### src/rtl/mem_arbiter_pkg.sv
// Shared owner encoding and requester indices for the mem_arbiter slice.
package mem_arb_pkg;

    typedef enum logic [1:0] {
        OWN_NONE  = 2'd0,
        OWN_IF    = 2'd1,
        OWN_LS_RD = 2'd2,
        OWN_LS_WR = 2'd3
    } owner_t;

    localparam int REQ_IF  = 0;
    localparam int REQ_LS  = 1;
    localparam int NUM_REQ = 2;

endpackage

### src/rtl/mem_arbiter_arb_pick.sv
// Winner select between IF and LS: fixed LS priority with an IF starvation guard,
// or round-robin when ARB_RR_EN is defined. Grants are forced low while in reset.
module arb_pick
    import mem_arb_pkg::*;
#(
    parameter int STARVE_MAX = 4
) (
    input  logic               clk,
    input  logic               rstn,
    input  logic [NUM_REQ-1:0] i_req,
    output logic [NUM_REQ-1:0] o_gnt
);

    logic w_pickLs;

`ifdef ARB_RR_EN
    logic r_lastLs;

    always_comb begin
        w_pickLs = i_req[REQ_LS];
        o_gnt    = '0;
        if (i_req[REQ_LS] && i_req[REQ_IF]) begin
            w_pickLs = !r_lastLs;
        end
        if (rstn) begin
            o_gnt[REQ_LS] = i_req[REQ_LS] && w_pickLs;
            o_gnt[REQ_IF] = i_req[REQ_IF] && !w_pickLs;
        end
    end

    always_ff @(posedge clk) begin
        if (!rstn) begin
            r_lastLs <= 1'b0;
        end else if (|o_gnt) begin
            r_lastLs <= o_gnt[REQ_LS];
        end
    end
`else
    localparam int CW = 4;

    logic [CW-1:0] r_starve;
    logic          w_starved;

    assign w_starved = (r_starve == CW'(STARVE_MAX));

    always_comb begin
        w_pickLs = i_req[REQ_LS] && !(i_req[REQ_IF] && w_starved);
        o_gnt    = '0;
        if (rstn) begin
            o_gnt[REQ_LS] = w_pickLs;
            o_gnt[REQ_IF] = i_req[REQ_IF] && !w_pickLs;
        end
    end

    // Counts consecutive cycles IF has waited; holds at STARVE_MAX until IF wins.
    always_ff @(posedge clk) begin
        if (!rstn) begin
            r_starve <= '0;
        end else if (i_req[REQ_IF] && !o_gnt[REQ_IF]) begin
            if (!w_starved) begin
                r_starve <= r_starve + CW'(1);
            end
        end else begin
            r_starve <= '0;
        end
    end
`endif

endmodule

### src/rtl/mem_arbiter.sv
// Shares one single-port BRAM between instruction fetch and load/store, routing
// read data back to the issuer. Define ARB_RR_EN for round-robin arbitration.
module mem_arbiter
    import mem_arb_pkg::*;
#(
    parameter int AW         = 10,
    parameter int DW         = 32,
    parameter int STARVE_MAX = 4
) (
    input  logic            clk,
    input  logic            rstn,
    input  logic            if_req,
    input  logic [AW-1:0]   if_addr,
    output logic            if_gnt,
    output logic            if_rvalid,
    output logic [DW-1:0]   if_rdata,
    input  logic            ls_req,
    input  logic            ls_we,
    input  logic [AW-1:0]   ls_addr,
    input  logic [DW-1:0]   ls_wdata,
    input  logic [DW/8-1:0] ls_be,
    output logic            ls_gnt,
    output logic            ls_rvalid,
    output logic [DW-1:0]   ls_rdata,
    output logic            mem_en,
    output logic [DW/8-1:0] mem_we,
    output logic [AW-1:0]   mem_addr,
    output logic [DW-1:0]   mem_wdata,
    input  logic [DW-1:0]   mem_rdata
);

    logic [NUM_REQ-1:0] w_req;
    logic [NUM_REQ-1:0] w_gnt;
    owner_t             r_owner;
    owner_t             w_ownerNext;

    always_comb begin
        w_req         = '0;
        w_req[REQ_IF] = if_req;
        w_req[REQ_LS] = ls_req;
    end

    arb_pick #(
        .STARVE_MAX(STARVE_MAX)
    ) u_arbPick (
        .clk   (clk),
        .rstn  (rstn),
        .i_req (w_req),
        .o_gnt (w_gnt)
    );

    assign if_gnt    = w_gnt[REQ_IF];
    assign ls_gnt    = w_gnt[REQ_LS];
    assign mem_en    = |w_gnt;
    assign mem_wdata = ls_wdata;

    always_comb begin
        w_ownerNext = OWN_NONE;
        mem_we      = '0;
        mem_addr    = if_addr;
        if (w_gnt[REQ_LS]) begin
            mem_addr = ls_addr;
            if (ls_we) begin
                mem_we      = ls_be;
                w_ownerNext = OWN_LS_WR;
            end else begin
                w_ownerNext = OWN_LS_RD;
            end
        end else if (w_gnt[REQ_IF]) begin
            w_ownerNext = OWN_IF;
        end
    end

    always_ff @(posedge clk) begin
        if (!rstn) begin
            r_owner <= OWN_NONE;
        end else begin
            r_owner <= w_ownerNext;
        end
    end

    // Responses are suppressed while reset is asserted so an in-flight read is dropped.
    always_comb begin
        if_rvalid = 1'b0;
        if_rdata  = '0;
        ls_rvalid = 1'b0;
        ls_rdata  = '0;
        if (rstn) begin
            unique case (r_owner)
                OWN_IF: begin
                    if_rvalid = 1'b1;
                    if_rdata  = mem_rdata;
                end
                OWN_LS_RD: begin
                    ls_rvalid = 1'b1;
                    ls_rdata  = mem_rdata;
                end
                OWN_LS_WR: begin
                    ls_rvalid = 1'b1;
                end
                default: begin
                end
            endcase
        end
    end

endmodule

### config.mk
export PLATFORM = sky130hd
export DESIGN_NAME = mem_arbiter
export DESIGN_NICKNAME = d
export VERILOG_FILES = /design/src/rtl/mem_arbiter_pkg.sv /design/src/rtl/mem_arbiter_arb_pick.sv /design/src/rtl/mem_arbiter.sv
export SDC_FILE = /design/constraint.sdc
export NUM_CORES = 1
export LEC_CHECK = 0
export ABC_AREA = 1
export CAP_MARGIN = 25
export CORE_ASPECT_RATIO = 1.1
export CORE_MARGIN = 3
export CORE_UTILIZATION = 21
export CTS_CLUSTER_SIZE = 14
export DETAILED_ROUTE_END_ITERATION = 8
export PLACE_DENSITY = 0.81
export SYNTH_ARGS = -nofsm -noshare
export SYNTH_HDL_FRONTEND = slang
export SYNTH_SLANG_ARGS = --single-unit
### constraint.sdc
create_clock -name clk -period 1.7 [get_ports clk]
set_input_delay 0.34 -clock clk [delete_from_list [all_inputs] [get_ports clk]]
set_output_delay 0.34 -clock clk [all_outputs]
set_load 0.02 [all_outputs]
Word-level counts from Yosys, hierarchy flattened
Index checks and enable logic that the tools add are counted.

Eq/ne operators: 4. Reduce and logical (&&, ||, !) cells: 10. $add $sub $neg: 1. Multiplexer cells: 15.

Operator list (count): $mux 32 (4); $mux 10 (1); $mux 4 (2); $mux 1 (6); $add 4x1->4 const B (1); $eq 2x2->1 const B (2); $eq 4x3->1 const B (1); $logic_and 1x1->1 (4); $mux 2 (2); $reduce_or 2->1 (2); $logic_not 1->1 (3); $eq 2x1->1 const B (1); $reduce_and 2->1 (1).

Flip-flop bits (word level): 6. Word-level logic and storage cells: 32.

Depth between registers and ports, before layout
Gate-level depths: netlist (run 1).

Depth after elaboration: 10. Gate-level depth with buffers: 7. Depth with buffers taken out: 7.

Cells and area by module
Synthesis (run 1) repeated with hierarchy kept, for this count alone.

Cells, all modules: 234. Area, all modules: 1441.4 um2.

Modules (own cells, without submodules): mem_arbiter (cells each 194, sequential area each 40.0 um2, area an instance 1182.4 um2, times used 1); arb_pick (cells each 40, sequential area each 80.1 um2, area an instance 259.0 um2, times used 1).

Worst setup path before layout (run 1)
Ideal clock, no wire load.

Path kind: flip-flop to output port. From: reg u_arbPick.r_starve[0]. To: out mem_we[0]. Data required time: 1.360 ns. Cell stages (with the launch flop): 7. Arrival: 1.343 ns. Path slack: 0.017 ns. Path through: dfxtp_1 > inv_1 > ha_1 > nand4_4 > nand3_4 > buf_8 > nor2_1.

Cells in the longest elaborated chain, start to end: 6.

Ends and longest elaborated chain: start, declared (line mem_arbiter_arb_pick.sv:41) `logic [CW-1:0] r_starve;`; start signal, assigned (line mem_arbiter_arb_pick.sv:61) `r_starve <= r_starve + CW'(1);`; $eq 4x3->1 (line mem_arbiter_arb_pick.sv:44) `assign w_starved = (r_starve == CW'(STARVE_MAX));`; $logic_and 1x1->1 (line mem_arbiter_arb_pick.sv:47) `w_pickLs = i_req[REQ_LS] && !(i_req[REQ_IF] && w_starved);`; $logic_not 1->1 (line mem_arbiter_arb_pick.sv:47); $logic_and 1x1->1 (line mem_arbiter_arb_pick.sv:47); $mux 2 (line mem_arbiter_arb_pick.sv:49) `if (rstn) begin`; $mux 4 (line mem_arbiter.sv:61) `if (w_gnt[REQ_LS]) begin`; end, declared (line mem_arbiter.sv:26) `output logic [DW/8-1:0] mem_we,`.

No other way between the ends.

Final worst setup path (run 1)
From: reg u_arbPick.r_starve[1]. To: out mem_addr[6].

Cells in the longest elaborated chain, start to end: 6.

Ends and longest elaborated chain: $eq 4x3->1 (line mem_arbiter_arb_pick.sv:44); $logic_and 1x1->1 (line mem_arbiter_arb_pick.sv:47); $logic_not 1->1 (line mem_arbiter_arb_pick.sv:47); $logic_and 1x1->1 (line mem_arbiter_arb_pick.sv:47); $mux 2 (line mem_arbiter_arb_pick.sv:49); $mux 10 (line mem_arbiter.sv:61); end, declared (line mem_arbiter.sv:27) `output logic [AW-1:0] mem_addr,`.

No other way between the ends.

==> metrics.yaml, run 1 <==
multi_input_area_um2: 658
worstHoldStart: "u_arbPick.r_starve[3]"
nNetsFinal: 454
status: "complete, but fails checks"
grt_pass1_wl_mm: 8.00
r2r_setup_slack_ns: 0.46
die-width_um: 77.9
grt_max_degree: 20
wl_mm: 5.20
maxCapViolCount: 0
cts_hold_buffers: 0
layout-drive-gt1-share_pct: 36.1
synth_area_um2: 1190
synth.net_count: 322
synth_flop_cell: "dfxtp_1"
ant_nets: 0
worst-setup-path-type: "reg2out"
setup_viol: 10
ys_seq_area_share_pct: 10.1
grt_overflow: 0
drc: 0
fmax_ghz: 0.569
grt_pass1_vias: 1782
core-area_um2: 5430
rsz0062_at_grt: "yes"
num_vias: 1803
cellLeakagePower_nw: 1.43
initial_core_util_pct: 22.0
dr.pass1.iters: 4
worstPathRequired_ns: 1.36
period_needed_ns: 1.76
crit_arrival_ns: 1.42
io_buffers: 143
slew_viol_final: 0
start_kind: "flip-flop"
yosysWarnings: 0
whs_endpoint: "u_arbPick.r_starve[3]"
dp.cells: 423
async_flop_share_pct: 0
finClkSkew_ns: 0.00329
worst_r2r_endpoint: "r_owner[0]"
drtIter0Drc: 15
numCtsBuffers: 3
ys_seq_elements: 6
ir_drop_mv: 0.356
track_usage_pct: 14.8
root_buffer: "clkbuf_8"
powerDensity_nw_per_um2: 355
dp_hpwl_mm: 4.14
worstMarginPinSlew_ns: 0.269
ys_types: 18
synth-edff-count: 0
clk_pin_slew_ns: 0.04
synthCells: 227
cp_max_fo: 6
clockBufferDepth: 2
fillers: 572
hp-class: "reg2reg"
slew_headroom_pct: 82.1
r2r_cells: 7
viasPerCell: 4.17
grt_antenna_before_repair: 0
tritoncts: "done"
die_h_um: 85.1
r2r-start: "u_arbPick.r_starve[1]"
power_w: 0.000855
area_growth_pct: 102
ff_latch_area_um2: 123
stdcell_count: 432
end_kind: "primary output"
wl_per_cell_um: 12.0
cts_max_level: 1
cts.sinks: 6
std_cell_rows: 28
n_antenna_cell: 0
violations: "setup timing"
post-route-period-util_pct: 103
worstSkewPairLatency_ns: 0.22
ioPinCount: 208
min_path_cells: 3
hold_viol: 0
die_area_um2: 6630
finalWorstSetupSlack_ns: -0.0584
place.gp.congestion: 0.766
synth_area_per_cell_um2: 5.26
==> kinds of logic (layout without fill, tap and decap cells) <==
| kind of cell | Yosys count | after routing | share of synthesized area (%) |
|---|---|---|---|
| simple gates | 130 | 131 | 47.5 |
| buf+inv | 86 | 215 | 38.8 |
| flops | 6 | 6 | 10.1 |
| fa+ha+maj | 2 | 2 | 2.10 |
| compound gates | 2 | 2 | 0.839 |
| xor+xnor | 1 | 1 | 0.734 |
==> per-stage QoR <==
stage          hold WS [ns]  setup TNS (ns)  cell area [um2]  setup WS (ns)  utilization [%]
2_1_floorplan         0.494               0             1190         0.0173                -
6_report              0.553          -0.319             2410        -0.0584             44.4
5_1_grt               0.588           -1.16             2410         -0.126             44.4
3_5_place_dp          0.547          -45.62             2580         -0.628             47.6
3_3_place_gp          0.522          -44.70             2580         -0.613             47.6
4_1_cts               0.552          -0.363             2640        -0.0549             48.6
==> cell usage after synthesis (2+ instances only) <==
| cell | count | area share [%] |
|---|---|---|
| nor2_1 | 74 | 23 |
| inv_1 | 43 | 14 |
| nand2_1 | 34 | 11 |
| buf_4 | 32 | 20 |
| nand4_1 | 13 | 6.8 |
| buf_2 | 7 | 2.9 |
| dfxtp_1 | 6 | 10 |
| nand2_2 | 4 | 2.1 |
| clkbuf_1 | 2 | 0.63 |
| ha_1 | 2 | 2.1 |
| nand3_1 | 2 | 0.84 |
| o21ai_0 | 2 | 0.84 |
==> cell type report <==
class                   count  share of cell area, %
multi-input cells         136                   27.3
repair buffers            168                   55.1
flip-flops and latches      6                   5.09
inverters                  44                   6.85
clock buffers               3                   1.71
well taps                  75                   3.89
==> worst max path at each step <==
stage,from,end,slack (ns),cells past startpoint
floorplan,u_arbPick.r_starve[0],mem_we[0],0.02,6
global placement,rstn,mem_we[3],-0.61,5
detailed placement,rstn,ls_rdata[11],-0.63,7
CTS,u_arbPick.r_starve[0],mem_addr[7],-0.05,7
global route,u_arbPick.r_starve[1],mem_addr[5],-0.13,7
finish,u_arbPick.r_starve[1],mem_addr[6],-0.06,7
==> sequential cells by signal, summed over array words and instances (netlist names) <==
| register | cells |
|---|---|
| u_arbPick.r_starve | 4 |
| r_owner | 2 |
==> layer usage <==
layer	share of wire [%]	GRT usage, %
met4	2.2	5.66
met5	0	0
met3	13	6.37
met2	51	29.3
met1	34	12.7
==> where the power goes <==
group          internal [W]  switching (W)  leakage [nW]  total, W
clock              0.000152      0.0000601        0.0216  0.000212
sequential         0.000146     0.00000198        0.0499  0.000148
combinational      0.000254       0.000241          1.36  0.000495
==> worst max-delay path, stage by stage, from the launching register on <==
cell and delay, ns:
dfxtp_2 0.32, inv_2 0.08, ha_4 0.15, nand4_4 0.16
buf_6 0.19, nand4_1 0.09, nand2_2 0.07, buf_6 0.13
==> what timing repair did <==
item | in CTS | in global routing
gates cloned | 2 | 0
gates resized for setup | 293 | 60
endpoints found under the setup margin | 83 | 65
pin swaps | 8 | 9
setup buffers | 2 | 2
==> cell usage in the layout (no fill, tap or decap), types with 2 or more instances in the layout <==
| master | n |
|---|---|
| nand3_4 | 2 |
| dfxtp_1 | 4 |
| dfxtp_2 | 2 |
| buf_4 | 24 |
| buf_2 | 39 |
| nand3_1 | 2 |
| nand2_1 | 31 |
| clkdlybuf4s15_2 | 2 |
| o21ai_0 | 2 |
| buf_6 | 16 |
| clkbuf_2 | 25 |
| nor2_1 | 72 |
| inv_1 | 40 |
| inv_2 | 4 |
| clkdlybuf4s50_1 | 57 |
| clkbuf_8 | 3 |
| nand2_2 | 7 |
| nand4_1 | 13 |
| dlygate4sd2_1 | 4 |
(Power assumes the default switching activity.)
==> run 2, diff against run 1 <==
- ABC_AREA: 1 -> 0
- CORE_ASPECT_RATIO: 1.1 -> default
- PLACE_DENSITY: 0.81 -> 0.83
==> metrics.yaml, run 2 <==
dp_hpwl_mm: 3.64  # was 4.14 mm
dp_slack_ns: -0.781  # was -0.628 ns
fillers: 486  # was 572
maxCapViolCount: 0  # unchanged
post-route-period-util_pct: 118  # was 103%
start_kind: "flip-flop"  # unchanged
io_buffers: 143  # unchanged
ys_seq_elements: 6  # unchanged
grt_pass1_wl_mm: 7.10  # was 8.00 mm
yosysTopAreaCell: "and2_1"  # was nor2_1
async_flop_share_pct: 0  # unchanged
synth-edff-count: 0  # unchanged
synth_area_um2: 1150  # was 1190 um2
clk_pin_slew_ns: 0.03  # was 0.04 ns
grt_max_degree: 34  # was 20
clockBufferDepth: 2  # unchanged
synth_common_cells: "65 x and2_1, 32 x buf_4, 6 x dfxtp_1"  # was 74 x nor2_1, 43 x inv_1, 34 x nand2_1
worstPathRequired_ns: 1.36  # about the same
drc: 0  # unchanged
finClkSkew_ns: 0.00142  # was 0.00329 ns
area_growth_pct: 133  # was 102%
crit_arrival_ns: 1.67  # was 1.42 ns
nNetsFinal: 379  # was 454
r2r_cells: 6  # was 7
synth.most_common_cell: "and2_1"  # was nor2_1
r2r-start: "u_arbPick.r_starve[1]"  # unchanged
die_h_um: 80.1  # was 85.1 um
setup_viol: 24  # was 10
cp_max_fo: 6  # unchanged
rsz0062_at_grt: "yes"  # unchanged
synth_area_per_cell_um2: 7.68  # was 5.26 um2
root_buffer: "clkbuf_8"  # unchanged
r2r_setup_slack_ns: 0.53  # was 0.46 ns
std_cell_rows: 26  # was 28
viasPerCell: 4.30  # was 4.17
synth_compound_area_share_pct: 4.67  # was 0.839%
worstMarginPinSlew_ns: 0.234  # was 0.269 ns
min_path_cells: 2  # was 3
period_needed_ns: 2.01  # was 1.76 ns
core-area_um2: 5200  # was 5430 um2
status: "complete, but fails checks"  # unchanged
regMostFlops: "u_arbPick.r_starve"  # unchanged
final_cell_mix: "57 x clkdlybuf4s50_1, 48 x buf_6, 40 x and2_1"  # was 72 x nor2_1, 57 x clkdlybuf4s50_1, 40 x inv_1
grt_pass1_vias: 1534  # was 1782
dr.pass1.iters: 3  # was 4
layout-drive-gt1-share_pct: 57.4  # was 36.1%
fmax_ghz: 0.499  # was 0.569 GHz
num_vias: 1514  # was 1803
synth.net_count: 245  # was 322
slew_viol_final: 0  # unchanged
yosysWarnings: 0  # unchanged
violations: "setup timing"  # unchanged
synthSimpleGateAreaFrac_pct: 43.5  # was 47.5%
finalWorstSetupSlack_ns: -0.306  # was -0.0584 ns
powerDensity_nw_per_um2: 332  # was 355 nW/um2
worstSkewPairLatency_ns: 0.22  # about the same
die_area_um2: 6410  # was 6630 um2
synth_fa_ha_area_share_pct: 2.17  # was 2.10%
drtIter0Drc: 10  # was 15
track_usage_pct: 14.1  # was 14.8%
initial_core_util_pct: 22.1  # was 22.0%
cts.sinks: 6  # unchanged
stdcell_count: 352  # was 432
ys_seq_area_share_pct: 10.4  # was 10.1%
worst-setup-path-type: "reg2out"  # unchanged
yosysTopAreaCellShare_pct: 35.3  # was 23.3%
power_w: 0.000892  # was 0.000855 W
hold_viol: 0  # unchanged
wl_per_cell_um: 14.7  # was 12.0 um
setup_tns_ns: -2.76  # was -0.319 ns
grt_overflow: 0  # unchanged
ant_nets: 0  # unchanged
whs_ns: 0.520  # was 0.553 ns
synth_flop_cell: "dfxtp_1"  # unchanged
top_regs: "u_arbPick.r_starve: 4 flops, r_owner: 2 flops"  # unchanged
n_antenna_cell: 0  # unchanged
ioPinCount: 208  # unchanged
final_common_cell: "clkdlybuf4s50_1"  # was nor2_1
synth_area_leaders: "and2_1 35%, buf_4 21%, dfxtp_1 10%, mux2_4 6.5%, mux2_2 4.9%"  # was nor2_1 23%, buf_4 20%, inv_1 14%, nand2_1 11%, dfxtp_1 10%
ys_types: 25  # was 18
ir_drop_mv: 0.272  # was 0.356 mV
grt_antenna_before_repair: 0  # unchanged
die-width_um: 80.1  # was 77.9 um
worstHoldStart: "u_arbPick.r_starve[0]"  # was u_arbPick.r_starve[3]
tritoncts: "done"  # unchanged
end_kind: "primary output"  # unchanged
cts_max_level: 1  # unchanged
wl_mm: 5.18  # was 5.20 mm
synthXorXnorAreaFrac_pct: 0.760  # was 0.734%
worst_r2r_endpoint: "u_arbPick.r_starve[2]"  # was r_owner[0]
largest_register_ffs: 4  # unchanged
place.gp.congestion: 0.706  # was 0.766
hp-class: "reg2reg"  # unchanged
slew_headroom_pct: 84.5  # was 82.1%
whs_endpoint: "u_arbPick.r_starve[0]"  # was u_arbPick.r_starve[3]
synth_top_family_by_area: "simple AND/OR/NAND/NOR gates"  # unchanged
synthMuxAreaShare_pct: 12.3  # was 0%
synthCells: 150  # was 227
numCtsBuffers: 3  # unchanged
cellLeakagePower_nw: 1.32  # was 1.43 nW
dp.cells: 335  # was 423
[run 2: changes by cell type in the layout (fill, tap and decap cells not counted), sizes merged, moves of 11 or more]
cell   change
nand4     -13
nand2     -36
nor2      -69
buf       +11
inv       -40
and2      +64
[run 2: power by group]
| group | total (W) | switching (W) | leakage (nW) | internal (W) |
|---|---|---|---|---|
| clock | 0.000214 | 0.0000616 | 0.0216 | 0.000152 |
| sequential | 0.000149 | 0.00000216 | 0.0502 | 0.000146 |
| combinational | 0.000530 | 0.000213 | 1.25 | 0.000317 |
| total | 0.000892 | 0.000277 | 1.32 | 0.000615 |
[run 2: timing repair]
item                                    CTS  global route
cloned                                    4             1
setup buffers                            12             3
gates resized for setup                 398            57
hold buffers                              0             0
endpoints found under the setup margin   83            74
pin swaps                                20             6
[run 2: per-stage QoR]
stage / utilization, % / instance area (um2)
2_1_floorplan: - / 1170
3_3_place_gp: 48.3 / 2520
3_5_place_dp: 48.3 / 2520
4_1_cts: 55.2 / 2870
5_1_grt: 51.7 / 2690
6_report: 51.7 / 2690
[run 2: per-layer routing]
| layer | GRT usage, % | routed length (um) |
|---|---|---|
| met5 | 0 | 0 |
| met4 | 4.39 | 77 |
| met3 | 6.17 | 756 |
| met2 | 25.7 | 2570 |
| met1 | 14.4 | 1780 |
[run 2: cells by family (layout without fill, tap and decap cells)]
family / after synthesis / after routing
AND/OR/NAND/NOR: 80 / 80
buffers and inverters: 44 / 175
AO/OA/AOI/OAI: 6 / 7
adder cells (fa/ha/maj): 2 / 2
XOR/XNOR: 1 / 1
multiplexers: 11 / 11
flip-flops: 6 / 6
[run 2: how the worst max path moves through the flow]
stage / end / cells past startpoint / startpoint
floorplan: mem_addr[4] / 6 / u_arbPick.r_starve[1]
global placement: ls_rdata[29] / 6 / rstn
detailed placement: ls_rdata[10] / 6 / rstn
CTS: mem_addr[0] / 7 / u_arbPick.r_starve[0]
global route: mem_addr[0] / 7 / u_arbPick.r_starve[0]
finish: mem_addr[0] / 7 / u_arbPick.r_starve[1]
[run 2: area by class of cell]
cell class | count | area, um2 | area share [%]
Clock buffer | 3 | 41.3 | 1.54
Timing Repair Buffer | 168 | 1560 | 58.1
Tap cell | 70 | 87.6 | 3.26
Inverter | 4 | 15.0 | 0.558
Sequential cell | 6 | 124 | 4.61
Multi-Input combinational cell | 101 | 860 | 32.0
[run 2: critical path: stages (launching register included)]
cell	delay, ns
dfxtp_2	0.31
inv_2	0.06
ha_4	0.15
nand3b_4	0.10
o211a_4	0.29
buf_6	0.13
mux2_2	0.27
buf_6	0.13
==> run 3, diff against run 2 <==
- CTS_CLUSTER_SIZE: 14 -> 8
- SKIP_LAST_GASP: default -> 1
==> metrics.yaml, run 3 (same netlist as run 2, synthesis figures left out) <==
ff_latch_area_um2: 124  # unchanged
grt_util_met2_pct: 24.5  # was 25.7%
multi_input_area_um2: 840  # was 860 um2
setup_viol: 46  # was 24
num_vias: 1517  # was 1514
finalCoreUtilization_pct: 51.6  # was 51.7%
dr.pass1.iters: 3  # unchanged
min_path_cells: 2  # unchanged
status: "complete, but fails checks"  # unchanged
crit_arrival_ns: 1.66  # was 1.67 ns
finClkSkew_ns: 0.00143  # was 0.00142 ns
wl_mm: 5.20  # was 5.18 mm
slew_headroom_pct: 83.9  # was 84.5%
n_antenna_cell: 0  # unchanged
finalWorstSetupSlack_ns: -0.305  # was -0.306 ns
dp_hpwl_mm: 3.64  # unchanged
std_cell_rows: 26  # unchanged
r2r_setup_slack_ns: 0.53  # about the same
track_usage_pct: 13.7  # was 14.1%
worstMarginPinSlew_ns: 0.242  # was 0.234 ns
grt_overflow: 0  # unchanged
core-area_um2: 5200  # unchanged
cellLeakagePower_nw: 1.31  # was 1.32 nW
cp_max_fo: 6  # unchanged
grtUsageMet3_pct: 5.61  # was 6.17%
ant_nets: 0  # unchanged
post-route-period-util_pct: 118  # about the same
start_kind: "flip-flop"  # unchanged
hold_viol: 0  # unchanged
die_area_um2: 6410  # unchanged
cts_max_level: 1  # unchanged
worstHoldStart: "u_arbPick.r_starve[0]"  # unchanged
r2r-start: "u_arbPick.r_starve[1]"  # unchanged
wl_per_cell_um: 14.7  # about the same
r2r_cells: 6  # unchanged
fmax_ghz: 0.499  # about the same
viasPerCell: 4.29  # was 4.30
layout-drive-gt1-share_pct: 54.9  # was 57.4%
worstPathRequired_ns: 1.36  # about the same
rsz0062_at_grt: "yes"  # unchanged
largest_register_ffs: 4  # unchanged
numCtsBuffers: 3  # unchanged
nNetsFinal: 381  # was 379
grt_antenna_before_repair: 0  # unchanged
grt_max_degree: 34  # unchanged
place.gp.congestion: 0.706  # unchanged
period_needed_ns: 2.00  # was 2.01 ns
power_w: 0.000892  # about the same
ioPinCount: 208  # unchanged
end_kind: "primary output"  # unchanged
fillers: 485  # was 486
clk_pin_slew_ns: 0.03  # about the same
drtIter0Drc: 26  # was 10
regMostFlops: "u_arbPick.r_starve"  # unchanged
io_buffers: 143  # unchanged
grt_pass1_wl_mm: 6.95  # was 7.10 mm
tritoncts: "done"  # unchanged
violations: "setup timing"  # unchanged
use_met1_pct: 14.6  # was 14.4%
top_usage_layer: "met2"  # unchanged
clockBufferDepth: 2  # unchanged
final_cell_mix: "57 x clkdlybuf4s50_1, 48 x and2_1, 42 x buf_6"  # was 57 x clkdlybuf4s50_1, 48 x buf_6, 40 x and2_1
cts.sinks: 6  # unchanged
worstSkewPairLatency_ns: 0.22  # about the same
worst_r2r_endpoint: "u_arbPick.r_starve[2]"  # unchanged
hp-class: "reg2reg"  # unchanged
root_buffer: "clkbuf_8"  # unchanged
area_growth_pct: 133  # about the same
drc: 0  # unchanged
slew_viol_final: 0  # unchanged
initial_core_util_pct: 22.1  # unchanged
grt_pass1_vias: 1493  # was 1534
maxCapViolCount: 0  # unchanged
ir_drop_mv: 0.272  # about the same
die-width_um: 80.1  # unchanged
die_h_um: 80.1  # unchanged
worst-setup-path-type: "reg2out"  # unchanged
final_common_cell: "clkdlybuf4s50_1"  # unchanged
powerDensity_nw_per_um2: 332  # about the same
top_regs: "u_arbPick.r_starve: 4 flops, r_owner: 2 flops"  # unchanged
whs_endpoint: "u_arbPick.r_starve[0]"  # unchanged
==> run 3: power breakdown <==
| part | switching [W] | total, W | internal [W] |
|---|---|---|---|
| Clock | 0.0000616 | 0.000214 | 0.000152 |
| Sequential | 0.00000216 | 0.000149 | 0.000146 |
| Combinational | 0.000213 | 0.000529 | 0.000316 |
| Total | 0.000277 | 0.000892 | 0.000614 |
==> run 3: worst max path at each step <==
stage	endpoint	slack (ns)	from
after detailed placement	ls_rdata[10]	-0.78	rstn
after CTS	mem_addr[0]	-0.35	u_arbPick.r_starve[0]
final	mem_addr[0]	-0.30	u_arbPick.r_starve[1]
after floorplan	mem_addr[4]	-0.01	u_arbPick.r_starve[1]
after global placement	ls_rdata[29]	-0.75	rstn
after global routing	mem_addr[0]	-0.37	u_arbPick.r_starve[0]
==> run 3: repair_timing <==
action	in CTS	in global routing
pin swaps	10	7
buffers inserted	12	3
endpoints found under the setup margin	83	71
gates resized for setup	364	58
hold buffers	0	0
gates cloned	4	2
==> run 3: stage by stage <==
step / worst slack (ns) / hold slack [ns] / cells / setup TNS (ns) / area [um2]
after floorplan: -0.0103 / 0.418 / 150 / -0.0517 / 1170
after global placement: -0.753 / 0.501 / 335 / -57.27 / 2520
after detailed placement: -0.781 / 0.519 / 335 / -59.49 / 2520
after CTS: -0.347 / 0.524 / 354 / -7.46 / 2770
after global routing: -0.366 / 0.545 / 354 / -7.15 / 2690
final: -0.305 / 0.520 / 354 / -3.70 / 2690
==> run 3: cell type report <==
type / count / share of cell area [%]
inverters: 4 / 0.559
multi-input cells: 101 / 31.2
flip-flops and latches: 6 / 4.61
well taps: 70 / 3.26
clock buffers: 3 / 1.54
repair buffers: 170 / 58.8
==> run 3: worst max-delay path, stage by stage (launching register included) <==
cell      delay (ns)
dfxtp_2         0.31
inv_2           0.06
ha_4            0.15
nand3b_4        0.10
o211a_4         0.29
buf_6           0.13
mux2_2          0.27
buf_6           0.13
==> run 3: per-layer routing <==
layer / part of all wire, % / vias to the layer above / wire length (um)
li1: - / 715 / -
met1: 36 / 673 / 1880
met2: 49 / 122 / 2540
met3: 13 / 7 / 694
met4: 1.5 / 0 / 77
met5: 0 / - / 0
